File: config.mk
export PLATFORM = sky130hd
export DESIGN_NAME = timer_entry_control
export DESIGN_NICKNAME = d
export VERILOG_FILES = /design/src/rtl/timer_entry_control.sv
export SDC_FILE = /design/constraint.sdc
export NUM_CORES = 1
export LEC_CHECK = 0
export CORE_MARGIN = 5
export CORE_UTILIZATION = 46
export DETAILED_ROUTE_END_ITERATION = 7
export PLACE_DENSITY_LB_ADDON = 0.25
export SLEW_MARGIN = 0
export SYNTH_ARGS = -nofsm -noshare
export SYNTH_HDL_FRONTEND = slang
export SYNTH_SLANG_ARGS = --single-unit
File: constraint.sdc
create_clock -name clock -period 2 [get_ports clock]
set_clock_uncertainty 0.05 [all_clocks]
set_input_delay 0.4 -clock clock [delete_from_list [all_inputs] [get_ports clock]]
set_output_delay 0.4 -clock clock [all_outputs]
set_load 0.005 [all_outputs]
File: src/rtl/timer_entry_control.sv
// Keypad-to-timer front end: captures an mm:ss BCD preset, validates it, pulses a load
// into the downstream stop-at-zero down-counters and gates their count enable through a
// start/pause/clear state machine.
module timer_entry_control #(
  parameter int unsigned MAX_DIGITS  = 4,  // fixed mm:ss layout, only 4 supported
  parameter int unsigned MAX_SS_TENS = 5
) (
  input  logic        clock,
  input  logic        clear,          // asynchronous, active low
  input  logic        key_valid,
  input  logic [3:0]  key_code,
  input  logic        start_key,
  input  logic        stop_key,
  input  logic        door_closed,
  input  logic        counting_done,
  output logic [15:0] preset,
  output logic        load,
  output logic        count_enable,
  output logic        done_pulse,
  output logic        entry_error,
  output logic [1:0]  state
);

  typedef enum logic [1:0] {
    StIdle  = 2'd0,
    StEntry = 2'd1,
    StRun   = 2'd2,
    StPause = 2'd3
  } state_e;

  localparam logic [2:0] DigitsMax = 3'(MAX_DIGITS);
  localparam logic [3:0] SsTensMax = 4'(MAX_SS_TENS);

  state_e      state_q, state_d;
  logic [15:0] preset_q, preset_d;
  logic [2:0]  cnt_q, cnt_d;
  logic        load_q, load_d;
  logic        cen_q, cen_d;
  logic        done_q, done_d;
  logic        err_q, err_d;
  logic        key_q, start_q, stop_q;

  logic key_ev, start_ev, stop_ev;
  logic preset_ok;

  assign key_ev   = key_valid & ~key_q;
  assign start_ev = start_key & ~start_q;
  assign stop_ev  = stop_key & ~stop_q;

  // Nonzero preset with a legal tens-of-seconds digit, and the door interlock closed.
  assign preset_ok = (preset_q != 16'h0000) && (preset_q[7:4] <= SsTensMax) && door_closed;

  // Next-state, preset capture and output pulses; priority done > stop > door > start > digit.
  always_comb begin
    state_d  = state_q;
    preset_d = preset_q;
    cnt_d    = cnt_q;
    load_d   = 1'b0;
    done_d   = 1'b0;
    err_d    = 1'b0;
    unique case (state_q)
      StIdle, StEntry: begin
        if (load_q) begin
          // Load was pulsed last cycle; counters hold the preset, start counting now.
          state_d = StRun;
        end else if (stop_ev && (state_q == StEntry)) begin
          state_d  = StIdle;
          preset_d = 16'h0000;
          cnt_d    = 3'd0;
        end else if (start_ev && (state_q == StEntry)) begin
          if (preset_ok) load_d = 1'b1;
          else           err_d  = 1'b1;
        end else if (key_ev) begin
          if (key_code > 4'd9 || cnt_q >= DigitsMax) begin
            err_d = 1'b1;
          end else begin
            preset_d = {preset_q[11:0], key_code};
            cnt_d    = cnt_q + 3'd1;
            state_d  = StEntry;
          end
        end
      end
      StRun: begin
        if (counting_done) begin
          state_d  = StIdle;
          done_d   = 1'b1;
          preset_d = 16'h0000;
          cnt_d    = 3'd0;
        end else if (stop_ev || !door_closed) begin
          state_d = StPause;
        end
      end
      StPause: begin
        if (stop_ev) begin
          state_d  = StIdle;
          preset_d = 16'h0000;
          cnt_d    = 3'd0;
        end else if (start_ev && door_closed) begin
          state_d = StRun;
        end
      end
      default: state_d = StIdle;
    endcase
    cen_d = (state_d == StRun);
  end

  // State, preset and registered outputs; edge-detect copies of the button/key levels.
  always_ff @(posedge clock or negedge clear) begin
    if (!clear) begin
      state_q  <= StIdle;
      preset_q <= 16'h0000;
      cnt_q    <= 3'd0;
      load_q   <= 1'b0;
      cen_q    <= 1'b0;
      done_q   <= 1'b0;
      err_q    <= 1'b0;
      key_q    <= 1'b0;
      start_q  <= 1'b0;
      stop_q   <= 1'b0;
    end else begin
      state_q  <= state_d;
      preset_q <= preset_d;
      cnt_q    <= cnt_d;
      load_q   <= load_d;
      cen_q    <= cen_d;
      done_q   <= done_d;
      err_q    <= err_d;
      key_q    <= key_valid;
      start_q  <= start_key;
      stop_q   <= stop_key;
    end
  end

  assign preset       = preset_q;
  assign load         = load_q;
  assign count_enable = cen_q;
  assign done_pulse   = done_q;
  assign entry_error  = err_q;
  assign state        = state_q;

endmodule

After elaboration in Yosys (flattened, before gate mapping):

Index checks and enable logic that the tools add are counted.

* mux-type cells: 40
* reductions and logical operators: 12
* equal/unequal tests: 10
* $add $sub $neg: 1
* magnitude comparators: 3
* bitwise gates (word level): 6

Operators by type and width (number)
* $mux 16: 7
* $pmux 16 s3: 1
* $mux 3: 7
* $mux 2: 9
* $reduce_bool 16->1: 1
* $mux 1: 14
* $ne 3x3->1 const B: 3
* $pmux 3 s3: 1
* $eq 2x2->1 const B: 3
* $ne 2x2->1 const B: 3
* $pmux 2 s3: 1
* $reduce_and 6->1: 1
* $logic_and 1x1->1: 5
* $gt 4x4->1 const B: 1
* $le 4x3->1 const B: 1
* $add 3x1->3 const B: 1
* $and 1x1->1: 3
* $ge 3x3->1 const B: 1
* $not 1->1: 3
* $eq 2x1->1 const B: 1
* $logic_not 2->1: 1
* $logic_or 1x1->1: 2
* $reduce_or 2->1: 1
* $logic_not 1->1: 1

* logic and storage cells: 82
* flip-flop bits (word level): 28

Longest topological paths before layout:

* depth in word-level cells: 9
* depth in mapped cells: 5

Worst setup path after synthesis:

OpenSTA, ideal clock, no wires.

* kind: input -> register
* from: input key_code[2]
* to: register preset_q[10] (netlist: preset[10])
* setup time: 0.121 ns
* arrival time: 1.422 ns
* cell stages on the path: 5
* setup slack: 0.407 ns
* path through: o21ai_0 -> and2_1 -> o211ai_4 -> buf_2 -> a22o_1

* longest elaborated chain between the ends: 4

Ends and longest elaborated chain
* start, declared: RTL line 11 `input logic [3:0] key_code,`
* $gt 4x4->1: RTL line 74 `if (key_code > 4'd9 || cnt_q >= DigitsMax) begin`
* $logic_or 1x1->1: RTL line 74
* $ne 3x3->1 (no source line)
* $reduce_and 6->1 (no source line)
* end signal, assigned: RTL line 122 `preset_q <= preset_d;`
* end, declared: RTL line 35 `logic [15:0] preset_q, preset_d;`

Every way passes these cells.
A chain may end at the register's enable or synchronous reset.

Final worst setup path:

* from: register state_q[1] (netlist: state[1])
* to: output state[1]

RTL lines
* start, declared: RTL line 34 `state_e state_q, state_d;`
* start signal, assigned: RTL line 110 `state_q <= StIdle;`
* start signal, assigned: RTL line 121 `state_q <= state_d;`
* end, declared: RTL line 21 `output logic [1:0] state`

No word-level cell between the ends.

==> flow_metrics.py <==
metrics = {
    "clocking": {
        "clk_latency_ns": 0.33,
        "cts_tree": "built",
        "post_cts_resize_count": 0,
        "cts_buffer_depth": 2,
        "cts.clk_slew.worst_paths_ns": 0.15,
        "cts_setup_buffers": 0,
        "cts_buffers": 3,
        "htree_levels": 1,
        "holdBufCountCts": 0,
        "clock-root-buffer": "clkbuf_4",
        "clock_sinks": 28,
    },
    "place": {
        "place_hpwl_um": 1950,
        "place.gp.congestion": 0.7944,
        "place.port_buffers": 32,
        "dp_cells": 158,
        "dpl_worst_slack_ns": -0.09461,
    },
    "timing": {
        "fmax_ghz": 0.5419,
        "period_needed_ns": 1.845,
        "whs_ns": 0.3718,
        "tightest_slew_ns": 0.5053,
        "finalMaxSlewViolations": 0,
        "finalSetupTns_ns": 0,
        "setup_viol": 0,
        "timing.final.crit_share": 0.9226,
        "rsz0062_at_grt": "no",
        "max_slew_margin": 0.6615,
        "setup_ws_ns": 0.1548,
        "hold_violations": 0,
    },
    "floorplanning": {
        "core_area_mm2": 0.002455,
        "die_y_um": 60.30,
        "die_x_um": 60.30,
        "ios": 33,
        "die_area_mm2": 0.003635,
        "start_util": 0.4740,
        "num_rows": 18,
    },
    "synth": {
        "synthXorXnorAreaFrac": 0,
        "synth_warnings": 0,
        "yosys.area_share.simple": 0.1516,
        "synthCells": 89,
        "syn_area_mm2": 0.001164,
        "synth_compound_area_frac": 0.1989,
        "synth.distinct_cells": 29,
        "yosys-mux-area-fraction": 0.009677,
        "ys_ff_latch": 28,
        "synth_adder_area_share": 0.01075,
        "syn_avg_cell_area_um2": 13.07,
        "syn-num-nets": 101,
        "synth_top_family_by_area": "compound AO/OA/AOI/OAI gates",
        "ys_seq_area_frac": 0.6022,
    },
    "global_routing": {
        "grt_max_degree": 29,
        "grt_pass1_vias": 926,
        "grt_pass1_wl_um": 4443,
        "antenna_found_initial": 0,
        "grt_overflow": 0,
        "grt.total_usage": 0.1653,
    },
    "drt": {
        "vias_per_cell": 5.506,
        "drcViolationCount": 0,
        "detail-route-antenna-nets": 0,
        "drtIter0Drc": 17,
        "num_vias": 892,
        "dr.pass1.iters": 4,
        "routed_wl_um": 2593,
        "routedWlPerCell_um": 16.01,
    },
    "outcome": {
        "outcome": "completed",
    },
    "worst_setup_path": {
        "criticalPathCategory": "flop to primary output",
        "critPathMaxFanout": 8,
        "critPathBufInv": 1,
        "path_cells": "clkdlybuf4s50_1",
        "slowest_delay_ns": 0.56,
        "startpoint_type": "flop",
        "path_delay_family": "buffers and inverters",
        "slowest_stage": "clkdlybuf4s50_1",
        "endpoint_kind": "primary output",
        "arrival_ns": 1.40,
        "crit_required_ns": 1.55,
    },
    "cells_and_area": {
        "final_core_util": 0.6672,
        "fin_cells": 162,
        "largest_reg_flops": 16,
        "most-common-layout-cells": "32 x clkdlybuf4s50_1, 28 x dfrtp_1, 18 x a22o_1",
        "num-fill-cells": 191,
        "antenna_cells": 0,
        "nNetsFinal": 145,
        "area_delta_synth_final_pct": 40.75,
        "seqCellArea_um2": 700.7,
        "final_common_cell": "clkdlybuf4s50_1",
        "multiInputGateArea_um2": 431.7,
        "drive_above_1_share": 0.1364,
    },
    "power": {
        "irDropWorstVdd_mv": 0.9431,
        "powerDensity_mw_per_mm2": 1323,
        "leakage_nw": 0.7388,
    },
    "worst_hold_path": {
        "hold_class": "input port to async pin",
    },
    "run": {
        "max_cap_violations": 0,
    },
}
==> synth_stat cells (all sizes together) <==
cell type	instances	share of area
nor3b	3	0.029
nor4	3	0.016
mux2	1	0.0097
nand3b	2	0.013
o221ai	1	0.0075
nor3	1	0.0043
and4bb	1	0.014
nor2b	1	0.0054
o21ai	1	0.0043
a31oi	2	0.016
a22o	18	0.14
nand2b	4	0.022
and2	1	0.0054
nand4	2	0.011
nand3	1	0.0043
o211ai	1	0.018
a21o	1	0.0065
dfrtp	28	0.60
buf	2	0.014
nand2	4	0.015
ha	1	0.011
a211oi	1	0.0065
a21oi	1	0.0043
inv	4	0.013
nor2	4	0.013
==> power by group <==
group | total (W) | leakage, nW | internal (W) | switching [W]
logic | 0.000874 | 0.337 | 0.000531 | 0.000343
clock network | 0.000369 | 0.0279 | 0.000203 | 0.000167
registers | 0.000923 | 0.374 | 0.000734 | 0.000189
==> metal layers <==
| layer | share of wire | vias to the layer above | GRT usage |
|---|---|---|---|
| li1 | - | 426 | - |
| met2 | 0.49 | 22 | 0.2577 |
| met1 | 0.46 | 442 | 0.2320 |
| met3 | 0.049 | 2 | 0.02808 |
| met5 | 0 | - | 0 |
| met4 | 0.0073 | 0 | 0.05696 |
==> per-stage QoR <==
stage          cell area [µm²]  power (W)
2_1_floorplan             1164   0.001318
3_3_place_gp              1585   0.001786
3_5_place_dp              1585   0.001815
4_1_cts                   1638   0.002186
5_1_grt                   1638   0.002318
6_report                  1638   0.002167
==> cell type report <==
type | count | share of cell area
inverters | 4 | 0.009167
flip-flops and latches | 28 | 0.4278
clock buffers | 3 | 0.01375
repair buffers | 41 | 0.2445
clock inverters | 1 | 0.01833
multi-input cells | 55 | 0.2636
well taps | 30 | 0.02292
==> final timing paths <==
| kind | start | slack [ns] | cells past startpoint | to |
|---|---|---|---|---|
| worst max-delay path | state[1] | 0.15 | 1 | state[1] |
| worst min-delay path | clear | 0.37 | 2 | preset[15] |
| worst max register to register | state[0] | 0.32 | 4 | cnt_q[0] |
| worst min register to register | cnt_q[1] | 0.49 | 1 | cnt_q[1] |
| max in group asynchronous | clear | 1.27 | 2 | state[1] |
| min in group clock | cnt_q[1] | 0.49 | 1 | cnt_q[1] |
==> cells by family (layout without fill, tap and decap cells) <==
| kind of cell | Yosys count | after routing |
|---|---|---|
| AOI/OAI and AO/OA | 26 | 26 |
| adders and majority gates | 1 | 1 |
| buffers and inverters | 6 | 49 |
| DFF | 28 | 28 |
| muxes | 1 | 1 |
| and+or+nand+nor | 27 | 27 |
Note: power is estimated with default switching activity, not from simulation.
